==> config.mk <==
export PLATFORM = sky130hd
export DESIGN_NAME = alu_sequencer
export DESIGN_NICKNAME = d
export VERILOG_FILES = /design/src/rtl/alu_pkg.sv /design/src/rtl/alu_op_class.sv /design/src/rtl/alu_sequencer.sv
export SDC_FILE = /design/constraint.sdc
export NUM_CORES = 1
export LEC_CHECK = 0
export BUFFER_PORTS_ARGS = -buffer_cell sky130_fd_sc_hd__buf_2
export CORE_ASPECT_RATIO = 0.6
export CORE_MARGIN = 4
export CORE_UTILIZATION = 35
export DETAILED_ROUTE_END_ITERATION = 8
export GPL_ROUTABILITY_DRIVEN = 0
export HOLD_SLACK_MARGIN = 0.03
export SLEW_MARGIN = 20
export SYNTH_ARGS = -nofsm -noshare
export SYNTH_HDL_FRONTEND = slang
export SYNTH_SLANG_ARGS = --single-unit
==> constraint.sdc <==
create_clock -name clock -period 3.17 [get_ports clock]
set_input_delay 0.1585 -clock clock [delete_from_list [all_inputs] [get_ports clock]]
set_output_delay 0.1585 -clock clock [all_outputs]
set_load 0.02 [all_outputs]
==> src/rtl/alu_pkg.sv <==
`default_nettype none
// ============================================================================
// Module      : alu_pkg
// Description : Shared opcode map, sequencer state encoding and default
//               multi-cycle wait values for the ALU control path.
// Revision    : 1.0
// ============================================================================
package alu_pkg;

    localparam logic [4:0] c_OP_ADD  = 5'd3;
    localparam logic [4:0] c_OP_SUB  = 5'd4;
    localparam logic [4:0] c_OP_AND  = 5'd5;
    localparam logic [4:0] c_OP_OR   = 5'd6;
    localparam logic [4:0] c_OP_XOR  = 5'd7;
    localparam logic [4:0] c_OP_SLL  = 5'd8;
    localparam logic [4:0] c_OP_SRL  = 5'd9;
    localparam logic [4:0] c_OP_SRA  = 5'd10;
    localparam logic [4:0] c_OP_SLT  = 5'd11;
    localparam logic [4:0] c_OP_MUL  = 5'd15;
    localparam logic [4:0] c_OP_DIV  = 5'd16;
    localparam logic [4:0] c_OP_SLTU = 5'd17;
    localparam logic [4:0] c_OP_CMP  = 5'd18;

    localparam int DEFAULT_MUL_WAIT = 2;
    localparam int DEFAULT_DIV_WAIT = 4;

    typedef enum logic [1:0] {
        ST_IDLE = 2'd0,
        ST_EXEC = 2'd1,
        ST_RESP = 2'd2
    } seq_state_t;

endpackage
`default_nettype wire

==> src/rtl/alu_op_class.sv <==
`default_nettype none
// ============================================================================
// Module      : alu_op_class
// Description : Combinational opcode classifier (legal / multiply / divide).
// Revision    : 1.0
// ============================================================================
module alu_op_class
    import alu_pkg::*;
(
    input  logic [4:0] i_op,
    output logic       o_legal,
    output logic       o_is_mul,
    output logic       o_is_div
);

    always_comb begin
        o_legal  = 1'b0;
        o_is_mul = 1'b0;
        o_is_div = 1'b0;
        case (i_op)
            c_OP_ADD, c_OP_SUB, c_OP_AND, c_OP_OR, c_OP_XOR, c_OP_SLL,
            c_OP_SRL, c_OP_SRA, c_OP_SLT, c_OP_SLTU, c_OP_CMP: begin
                o_legal = 1'b1;
            end
            c_OP_MUL: begin
                o_legal  = 1'b1;
                o_is_mul = 1'b1;
            end
            c_OP_DIV: begin
                o_legal  = 1'b1;
                o_is_div = 1'b1;
            end
            default: begin
                o_legal = 1'b0;
            end
        endcase
    end

endmodule
`default_nettype wire

==> src/rtl/alu_sequencer.sv <==
`default_nettype none
// ============================================================================
// Module      : alu_sequencer
// Description : Request/response sequencer that holds operands on an external
//               ALU, waits the op-dependent latency and captures the result.
// Revision    : 1.0
// ============================================================================
module alu_sequencer
    import alu_pkg::*;
#(
    parameter int MUL_WAIT = DEFAULT_MUL_WAIT,
    parameter int DIV_WAIT = DEFAULT_DIV_WAIT
) (
    input  logic        clock,
    input  logic        clear,
    input  logic        req_valid,
    output logic        req_ready,
    input  logic [4:0]  req_op,
    input  logic [31:0] req_a,
    input  logic [31:0] req_b,
    output logic [4:0]  alu_op_select,
    output logic [31:0] alu_a,
    output logic [31:0] alu_b,
    input  logic [63:0] alu_result,
    output logic [31:0] z_lo,
    output logic [31:0] z_hi,
    output logic        rsp_valid,
    input  logic        rsp_ready,
    output logic        rsp_err
);

    localparam int c_MAX_WAIT = (MUL_WAIT > DIV_WAIT) ? MUL_WAIT : DIV_WAIT;
    localparam int c_CNT_W    = (c_MAX_WAIT < 2) ? 1 : $clog2(c_MAX_WAIT + 1);
    localparam logic [c_CNT_W-1:0] c_MUL_LOAD = c_CNT_W'(MUL_WAIT);
    localparam logic [c_CNT_W-1:0] c_DIV_LOAD = c_CNT_W'(DIV_WAIT);

    seq_state_t         r_state;
    logic [c_CNT_W-1:0] r_cnt;
    logic [4:0]         r_op;
    logic [31:0]        r_a;
    logic [31:0]        r_b;
    logic [31:0]        r_z_lo;
    logic [31:0]        r_z_hi;
    logic               r_err;
    logic               r_req_ready;
    logic               r_rsp_valid;

    logic               w_legal;
    logic               w_is_mul;
    logic               w_is_div;

    alu_op_class u_op_class (
        .i_op     (req_op),
        .o_legal  (w_legal),
        .o_is_mul (w_is_mul),
        .o_is_div (w_is_div)
    );

    always_ff @(posedge clock) begin
        if (clear) begin
            r_state     <= ST_IDLE;
            r_cnt       <= '0;
            r_op        <= '0;
            r_a         <= '0;
            r_b         <= '0;
            r_z_lo      <= '0;
            r_z_hi      <= '0;
            r_err       <= 1'b0;
            r_req_ready <= 1'b1;
            r_rsp_valid <= 1'b0;
        end else begin
            case (r_state)
                ST_IDLE: begin
                    if (req_valid) begin
                        r_op        <= req_op;
                        r_a         <= req_a;
                        r_b         <= req_b;
                        r_req_ready <= 1'b0;
                        // Illegal ops and divide-by-zero skip the ALU wait entirely
                        if (!w_legal || (w_is_div && (req_b == '0))) begin
                            r_z_lo      <= '0;
                            r_z_hi      <= '0;
                            r_err       <= 1'b1;
                            r_rsp_valid <= 1'b1;
                            r_state     <= ST_RESP;
                        end else begin
                            r_cnt   <= w_is_mul ? c_MUL_LOAD :
                                       w_is_div ? c_DIV_LOAD : '0;
                            r_state <= ST_EXEC;
                        end
                    end
                end
                ST_EXEC: begin
                    if (r_cnt != '0) begin
                        r_cnt <= r_cnt - 1'b1;
                    end else begin
                        r_z_lo      <= alu_result[31:0];
                        r_z_hi      <= alu_result[63:32];
                        r_err       <= 1'b0;
                        r_rsp_valid <= 1'b1;
                        r_state     <= ST_RESP;
                    end
                end
                ST_RESP: begin
                    if (rsp_ready) begin
                        r_rsp_valid <= 1'b0;
                        r_req_ready <= 1'b1;
                        r_state     <= ST_IDLE;
                    end
                end
                default: begin
                    r_state <= ST_IDLE;
                end
            endcase
        end
    end

    assign req_ready     = r_req_ready;
    assign rsp_valid     = r_rsp_valid;
    assign rsp_err       = r_err;
    assign z_lo          = r_z_lo;
    assign z_hi          = r_z_hi;
    assign alu_op_select = r_op;
    assign alu_a         = r_a;
    assign alu_b         = r_b;

endmodule
`default_nettype wire
==> results of run 1 <==
==> per-stage QoR <==
step                      hold WS (ps)  area, um2  std cells
after floorplan                    295       5540        674
after global placement             404       6990       1103
after detailed placement           407       6990       1103
after CTS                         32.1       8890       1264
after global routing              46.0       8890       1265
final                             46.5       8890       1265
==> synth_stat cells <==
cell type	number	area [um2]
o21a_1	1	7.51
nor4_1	9	56.3
buf_1	1	3.75
a311oi_1	1	8.76
clkbuf_1	38	143
inv_1	71	267
a31oi_1	2	12.5
buf_2	8	40.0
or3_1	1	6.26
nor3b_1	1	7.51
nand2b_1	4	25.0
nor3_1	1	5.00
a221oi_1	1	8.76
nor2b_1	4	25.0
nand4_1	4	25.0
o211ai_1	1	7.51
a21oi_1	73	365
buf_6	6	67.6
a2bb2oi_1	1	8.76
mux2_2	2	22.5
a21o_1	2	15.0
o21ai_1	1	5.00
inv_2	1	3.75
o21ai_0	4	20.0
o211a_1	1	10.0
or2_2	1	6.26
nor2_1	9	33.8
a32o_1	2	20.0
a31o_2	1	8.76
and2_1	1	6.26
o32ai_1	60	526
nor4b_1	1	8.76
nand2_1	207	777
ha_1	5	62.6
o32ai_2	4	65.1
a31oi_4	1	21.3
dfxtp_1	141	2820
or4_1	1	7.51
a41oi_1	1	8.76
==> power breakdown <==
| group | switching [mW] | leakage (nW) | internal (mW) |
|---|---|---|---|
| registers | 0.0588 | 1.15 | 1.89 |
| logic | 0.629 | 2.52 | 0.403 |
| clock network | 0.766 | 0.290 | 1.26 |
| total | 1.45 | 3.96 | 3.56 |
==> worst reg2reg max path, delay by kind of cell, from the launching register on <==
family	cells	cell delay [ps]
AND/OR/NAND/NOR	1	220
buffers and inverters	3	460
flip-flops	1	320
AO/OA/AOI/OAI	3	940
adder cells (fa/ha/maj)	1	310
==> state kept, by name (all words and copies together) (netlist names) <==
signal         count
rsp_valid          1
alu_b             32
rsp_err            1
z_hi              32
z_lo              32
r_cnt              3
alu_a             32
alu_op_select      5
req_ready          1
r_state            2
==> layout make-up <==
cell class	instances	area, um2
clock buffer	19	443
antenna	1	2.50
timing repair buffer	409	2740
sequential	141	2820
clock inverter	12	163
tap	203	254
multi-input combinational	408	2200
inverter	72	270
fill	1414	6520
==> kinds of logic after synthesis <==
| family | after synthesis | share of synthesized area |
|---|---|---|
| muxes | 2 | 0.00406 |
| buffers and inverters | 125 | 0.0946 |
| AOI/OAI and AO/OA | 157 | 0.202 |
| DFF | 141 | 0.509 |
| and+or+nand+nor | 244 | 0.179 |
| adders and majority gates | 5 | 0.0113 |
==> per-layer routing <==
layer,global-route usage,wire (um),vias up
met5,0,0,-
met4,0.0667,392,0
met3,0.0570,1320,31
met2,0.321,8310,231
met1,0.265,8520,2728
li1,-,-,3023
==> final timing paths <==
path	startpoint	end	cells past startpoint
worst max register to register	r_state[1]	z_hi[19]	8
worst min-delay path	alu_result[27]	z_lo[27]	3
worst max-delay path	req_b[29]	rsp_err	8
worst min register to register	alu_a[5]	alu_a[5]	2
==> timing repair <==
item                                    CTS  global route
resized for setup                         0             0
endpoints found under the setup margin    0             0
hold endpoints to repair                130             0
hold buffers                            130             0
==> results.sh, run 1 <==
export IMPL_synth_seq_cells=141
export IMPL_max_cap_viol_count=0
export IMPL_floorplan_initialDensity=0.359
export IMPL_clockBufferDepth=2
export IMPL_syn_inst=674
export IMPL_max_freq_mhz=400
export IMPL_syn_nets=816
export IMPL_path_class="primary input to flip-flop"
export IMPL_gr_usage_all_layers=0.202
export IMPL_ys_warn_count=0
export IMPL_drive_above_1_share=0.303
export IMPL_hpwl_um=11700
export IMPL_hold_viol=0
export IMPL_worstPathRequired_ps=3470
export IMPL_core_rowCount=35
export IMPL_relSlewSlack=0.506
export IMPL_dieWidth_um=170
export IMPL_wire_per_inst_um=14.7
export IMPL_htreeDepth=4
export IMPL_setup_violations=0
export IMPL_die_h_um=105
export IMPL_crit_buf_inv=3
export IMPL_syn_area_per_cell_um2=8.22
export IMPL_vias_per_cell=4.75
export IMPL_ios=273
export IMPL_max_stage_delay_ps=540
export IMPL_drv_slew=0
export IMPL_grt_first_pass_wirelength_um=29800
export IMPL_critical_path_top_delay_family="simple AND/OR/NAND/NOR gates"
export IMPL_post_cts_buffers=0
export IMPL_grt_max_degree=72
export IMPL_core_um2=15400
export IMPL_layout_commonest_cell="buf_2"
export IMPL_cts_buffers=17
export IMPL_insertion_delay_ps=410
export IMPL_clkSinkCount=141
export IMPL_place_ws_ps=820
export IMPL_arrival_ps=2800
export IMPL_area_growth_pct=60.5
export IMPL_clk_pin_slew_ps=60
export IMPL_final_min_clock_period_ps=2500
export IMPL_p_leak_nw=3.96
export IMPL_finClkSkew_ps=13.9
export IMPL_antenna_found_initial=1
export IMPL_r2r_slack_ps=780
export IMPL_setup_tns_ps=0
export IMPL_cts_tree="done"
export IMPL_start_kind="primary input"
export IMPL_drc_errors=0
export IMPL_drt_iter0_markers=312
export IMPL_layout_nets=1191
export IMPL_yosysSeqAreaShare=0.509
export IMPL_min_path_type="primary input to flip-flop"
export IMPL_first_global_vias=5913
export IMPL_dieArea_um2=18000
export IMPL_cp_max_fo=65
export IMPL_fin_util=0.577
export IMPL_cts_root_buf="clkbuf_16"
export IMPL_grt_setup_unrepaired="false"
export IMPL_worst_pin_slew_ps=741
export IMPL_vdd_drop_max_v=0.000295
export IMPL_fin_crit_sh=0.788
export IMPL_total_power_mw=5.02
export IMPL_synth_distinct_cells=39
export IMPL_status="completed"
export IMPL_firstDrtPassIters=5
export IMPL_crit_path_end_kind="flip-flop"
export IMPL_worst_slack_ps=672
export IMPL_io_buffers=272
export IMPL_cp_slowest_cell="dlygate4sd3_1"
export IMPL_layout_common_cells="buf_2, nand2_1, dfxtp_1"
export IMPL_crit_chain="dlygate4sd3_1 -> buf_2 -> nor4_1 -> nand4_1 -> or3_1 -> a31o_2 -> buf_4 -> o211a_1"
export IMPL_postRouteAntennaNets=0
export IMPL_netlist_area_um2=5540
export IMPL_routed_wl_um=18500
export IMPL_vias=6013
export IMPL_power_density_nw_per_um2=564
export IMPL_grt_overflow_total=0
No activity file was read; power rests on OpenSTA's default activity.
==> inputs of run 2 (changes only) <==
--- a/config.mk
+++ b/config.mk
@@ -12,6 +12,7 @@
 export DETAILED_ROUTE_END_ITERATION = 8
 export GPL_ROUTABILITY_DRIVEN = 0
 export HOLD_SLACK_MARGIN = 0.03
+export PLACE_DENSITY = 0.66
 export SLEW_MARGIN = 20
 export SYNTH_ARGS = -nofsm -noshare
 export SYNTH_HDL_FRONTEND = slang
==> constraint.sdc (replaced) <==
create_clock -name clock -period 2 [get_ports clock]
set_input_delay 0.1 -clock clock [delete_from_list [all_inputs] [get_ports clock]]
set_output_delay 0.1 -clock clock [all_outputs]
set_load 0.02 [all_outputs]
==> run 2 against run 1 <==
Routed wire length up 4.3%. Sequential share of layout area down 1.1 points. Final cell count up 1.4%. Die area unchanged. Global-route usage up 0.20 points. Non-clock buffer count up 18. Power up 62%. Final area up 3.4%. Setup slack worse by 600 ps. Core utilization up 2.0 points. Clock-buffer cell count unchanged. Critical endpoint is now rsp_valid.
==> results.sh, run 2 (synthesis gave the netlist of run 1 again) <==
export IMPL_status="completed"
export IMPL_die_h_um=105
export IMPL_drv_slew=0
export IMPL_area_growth_pct=66.1
export IMPL_max_freq_mhz=518
export IMPL_clkSinkCount=141
export IMPL_finClkSkew_ps=13.4
export IMPL_clk_pin_slew_ps=60
export IMPL_cts_tree="done"
export IMPL_max_cap_viol_count=0
export IMPL_finalNonFillerCells=1283
export IMPL_core_um2=15400
export IMPL_dieWidth_um=170
export IMPL_fin_util=0.597
export IMPL_reg2reg_from="r_state[0]"
export IMPL_place_ws_ps=-42.6
export IMPL_core_rowCount=35
export IMPL_cts_buffers=17
export IMPL_grt_first_pass_wirelength_um=30200
export IMPL_min_to="alu_b[17]"
export IMPL_relSlewSlack=0.559
export IMPL_layout_commonest_cell="buf_2"
export IMPL_first_global_vias=5968
export IMPL_final_min_clock_period_ps=1930
export IMPL_dieArea_um2=18000
export IMPL_grt_max_degree=142
export IMPL_min_path_type="primary input to flip-flop"
export IMPL_hpwl_um=11900
export IMPL_drc_errors=0
export IMPL_gr_usage_all_layers=0.204
export IMPL_io_buffers=272
export IMPL_multi_input_area_um2=2270
export IMPL_whs_ps=77.9
export IMPL_cts_root_buf="clkbuf_16"
export IMPL_antenna_cells=0
export IMPL_total_power_mw=8.15
export IMPL_seq_area_um2=2820
export IMPL_rr_worst_depth=6
export IMPL_power_density_nw_per_um2=885
export IMPL_start_kind="primary input"
export IMPL_postPlaceCellArea_um2=7160
export IMPL_crit_path_end_kind="flip-flop"
export IMPL_worst_pin_slew_ps=661
export IMPL_htreeDepth=4
export IMPL_grt_overflow_total=0
export IMPL_arrival_ps=2210
export IMPL_insertion_delay_ps=410
export IMPL_setup_violations=0
export IMPL_cp_max_fo=4
export IMPL_reg2reg_to="r_cnt[1]"
export IMPL_ios=273
export IMPL_drt_iter0_markers=430
export IMPL_r2r_slack_ps=110
export IMPL_layout_nets=1209
export IMPL_drive_above_1_share=0.323
export IMPL_setup_tns_ps=0
export IMPL_p_leak_nw=4.09
export IMPL_hold_viol=0
export IMPL_fin_crit_sh=0.965
export IMPL_vdd_drop_max_v=0.000689
export IMPL_whs_path_depth=4
export IMPL_antenna_found_initial=1
export IMPL_worstPathRequired_ps=2290
export IMPL_postRouteAntennaNets=0
export IMPL_vias_per_cell=4.77
export IMPL_final_area_um2=9200
export IMPL_path_class="primary input to flip-flop"
export IMPL_fillers=1309
export IMPL_routed_wl_um=19300
export IMPL_layout_common_cells="buf_2, nand2_1, dfxtp_1"
export IMPL_worstHoldStart="req_b[17]"
export IMPL_dp_cells=1116
export IMPL_wire_per_inst_um=15.1
export IMPL_grt_setup_unrepaired="false"
export IMPL_floorplan_initialDensity=0.359
export IMPL_clockBufferDepth=2
export IMPL_firstDrtPassIters=4
export IMPL_worst_slack_ps=71.0
export IMPL_vias=6120
-- run 2: metal layers --
| metal | vias up | part of all wire | track usage | routed length, um |
|---|---|---|---|---|
| met3 | 30 | 0.079 | 0.0577 | 1530 |
| li1 | 3052 | - | - | - |
| met1 | 2810 | 0.44 | 0.262 | 8570 |
| met2 | 226 | 0.46 | 0.337 | 8890 |
| met4 | 2 | 0.018 | 0.0553 | 341 |
| met5 | - | 0.00067 | 0 | 13 |
-- run 2: how the worst max path moves through the flow --
stage,start,to,slack [ps],cells past startpoint
floorplan,r_state[0],rsp_valid,20,8
global placement,req_b[12],rsp_valid,-20,7
detailed placement,req_b[29],rsp_valid,-40,7
CTS,req_b[15],rsp_valid,7,8
global route,r_state[0],r_cnt[1],1,6
finish,req_b[15],rsp_valid,70,8
-- run 2: critical path: stages --
cell and delay, ps:
dlygate4sd3_1 530, buf_2 140, nor4_4 120, nand4_1 210
or3_4 420, buf_4 170, a31oi_4 170, mux2_2 340
-- run 2: area by class of cell --
type | count | area share
Clock buffer | 19 | 0.0492
Clock inverter | 13 | 0.0163
Inverter | 72 | 0.0294
Multi-Input combinational cell | 408 | 0.247
Sequential cell | 141 | 0.307
Tap cell | 203 | 0.0276
Timing Repair Buffer | 427 | 0.323
-- run 2: repair_timing --
item	in CTS	in global routing
endpoints found under the hold margin	132	0
endpoints found under the setup margin	0	69
resized for setup	0	11
buffers inserted	0	2
hold buffers	132	0
-- run 2: where the power goes --
part / switching, mW / total [mW] / internal, mW / leakage, nW
registers: 0.0936 / 3.10 / 3.00 / 1.15
logic: 1.06 / 1.82 / 0.765 / 2.66
clock network: 1.29 / 3.23 / 1.93 / 0.285
==> inputs of run 3 (changes only) <==
--- a/config.mk
+++ b/config.mk
@@ -8,11 +8,10 @@
 export BUFFER_PORTS_ARGS = -buffer_cell sky130_fd_sc_hd__buf_2
 export CORE_ASPECT_RATIO = 0.6
 export CORE_MARGIN = 4
-export CORE_UTILIZATION = 35
+export CORE_UTILIZATION = 25
 export DETAILED_ROUTE_END_ITERATION = 8
 export GPL_ROUTABILITY_DRIVEN = 0
 export HOLD_SLACK_MARGIN = 0.03
-export PLACE_DENSITY = 0.66
 export SLEW_MARGIN = 20
 export SYNTH_ARGS = -nofsm -noshare
 export SYNTH_HDL_FRONTEND = slang
==> run 3 against run 2 <==
Critical path depth did not move. Routed wire length rose by 5.3%. Largest power group unchanged. Worst hold slack improved by 7.8 ps. Critical endpoint unchanged. Sequential power barely moved. Core utilization fell by 16 points. Setup slack got worse by 11 ps.
==> results.sh, run 3 (synthesis gave the netlist of run 1 again) <==
export IMPL_final_area_um2=9330
export IMPL_hold_viol=0
export IMPL_firstDrtPassIters=4
export IMPL_finClkSkew_ps=4.04
export IMPL_drt_iter0_markers=344
export IMPL_dieWidth_um=200
export IMPL_worst_pin_slew_ps=740
export IMPL_cp_max_fo=4
export IMPL_whs_ps=85.7
export IMPL_first_global_vias=5945
export IMPL_wire_per_inst_um=15.0
export IMPL_final_min_clock_period_ps=1940
export IMPL_setup_tns_ps=0
export IMPL_p_leak_nw=4.12
export IMPL_status="completed"
export IMPL_clockBufferDepth=2
export IMPL_insertion_delay_ps=420
export IMPL_fin_crit_sh=0.970
export IMPL_fillers=2108
export IMPL_gr_usage_all_layers=0.157
export IMPL_min_path_type="primary input to flip-flop"
export IMPL_cts_tree="done"
export IMPL_core_rowCount=41
export IMPL_multi_input_area_um2=2280
export IMPL_htreeDepth=4
export IMPL_arrival_ps=2250
export IMPL_routed_wl_um=20400
export IMPL_start_kind="primary input"
export IMPL_postPlaceCellArea_um2=7240
export IMPL_cts_root_buf="clkbuf_16"
export IMPL_fin_util=0.436
export IMPL_die_h_um=123
export IMPL_layout_nets=1210
export IMPL_grt_max_degree=142
export IMPL_worstPathRequired_ps=2310
export IMPL_clk_pin_slew_ps=60
export IMPL_seq_area_um2=2820
export IMPL_vias=6096
export IMPL_max_cap_viol_count=0
export IMPL_core_um2=21400
export IMPL_clkSinkCount=141
export IMPL_cts_buffers=17
export IMPL_total_power_mw=8.09
export IMPL_io_buffers=272
export IMPL_path_class="primary input to flip-flop"
export IMPL_drive_above_1_share=0.323
export IMPL_vdd_drop_max_v=0.000583
export IMPL_ios=273
export IMPL_grt_overflow_total=0
export IMPL_postRouteAntennaNets=0
export IMPL_relSlewSlack=0.507
export IMPL_antenna_found_initial=2
export IMPL_drc_errors=0
export IMPL_area_growth_pct=68.4
export IMPL_drv_slew=0
export IMPL_layout_commonest_cell="buf_2"
export IMPL_layout_common_cells="buf_2, nand2_1, dfxtp_1"
export IMPL_power_density_nw_per_um2=867
export IMPL_setup_violations=0
export IMPL_grt_first_pass_wirelength_um=31500
export IMPL_crit_path_end_kind="flip-flop"
export IMPL_hpwl_um=12400
export IMPL_dieArea_um2=24700
export IMPL_floorplan_initialDensity=0.259
export IMPL_max_freq_mhz=515
export IMPL_vias_per_cell=4.49
==> run 3: routing by layer <==
metal | track usage | part of all wire | vias to the layer above
met3 | 0.0616 | 0.075 | 24
li1 | - | - | 3065
met1 | 0.201 | 0.45 | 2790
met4 | 0.0486 | 0.016 | 2
met5 | 0 | 0.00064 | -
met2 | 0.247 | 0.45 | 215
==> run 3: worst max-delay path, cell delays in order <==
cell and delay [ps]:
dlygate4sd3_1 530, buf_2 130, nor4_1 170, nand4_1 190
or3_4 450, buf_6 140, a31oi_2 190, mux2_2 340
==> run 3: what timing repair did <==
item / in CTS / in global routing
setup endpoints to repair: 0 / 71
hold endpoints to repair: 135 / 0
resized for setup: 0 / 21
hold buffers: 133 / 0
setup buffers: 0 / 1
==> run 3: area by class of cell <==
| cell class | instances | share of cell area |
|---|---|---|
| Clock buffer | 19 | 0.0486 |
| Inverter | 72 | 0.0290 |
| Tap cell | 279 | 0.0374 |
| Multi-Input combinational cell | 408 | 0.245 |
| Sequential cell | 141 | 0.303 |
| Antenna cell | 1 | 0.000268 |
| Timing Repair Buffer | 428 | 0.325 |
| Clock inverter | 11 | 0.0129 |
==> run 3: worst paths after layout <==
kind | cells after the start | slack, ps | from | end
worst min register to register | 2 | 450 | alu_a[0] | alu_a[0]
worst min-delay path | 4 | 90 | req_b[4] | alu_b[4]
worst max register to register | 7 | 100 | r_state[1] | rsp_valid
worst max-delay path | 8 | 60 | req_b[24] | rsp_valid
==> run 3: where the power goes <==
group          internal [mW]  switching, mW  leakage [nW]  total (mW)
clock network           1.88           1.24         0.276        3.12
logic                  0.790           1.08          2.70        1.87
registers               3.00         0.0947          1.15        3.10
total                   5.67           2.41          4.12        8.09
==> run 3: stage by stage <==
stage               instances  worst slack (ps)
CTS                      1356              10.5
global placement         1193             -95.6
global route             1359             -1.19
detailed placement       1193              -115
floorplan                 674              19.7
finish                   1359              60.0
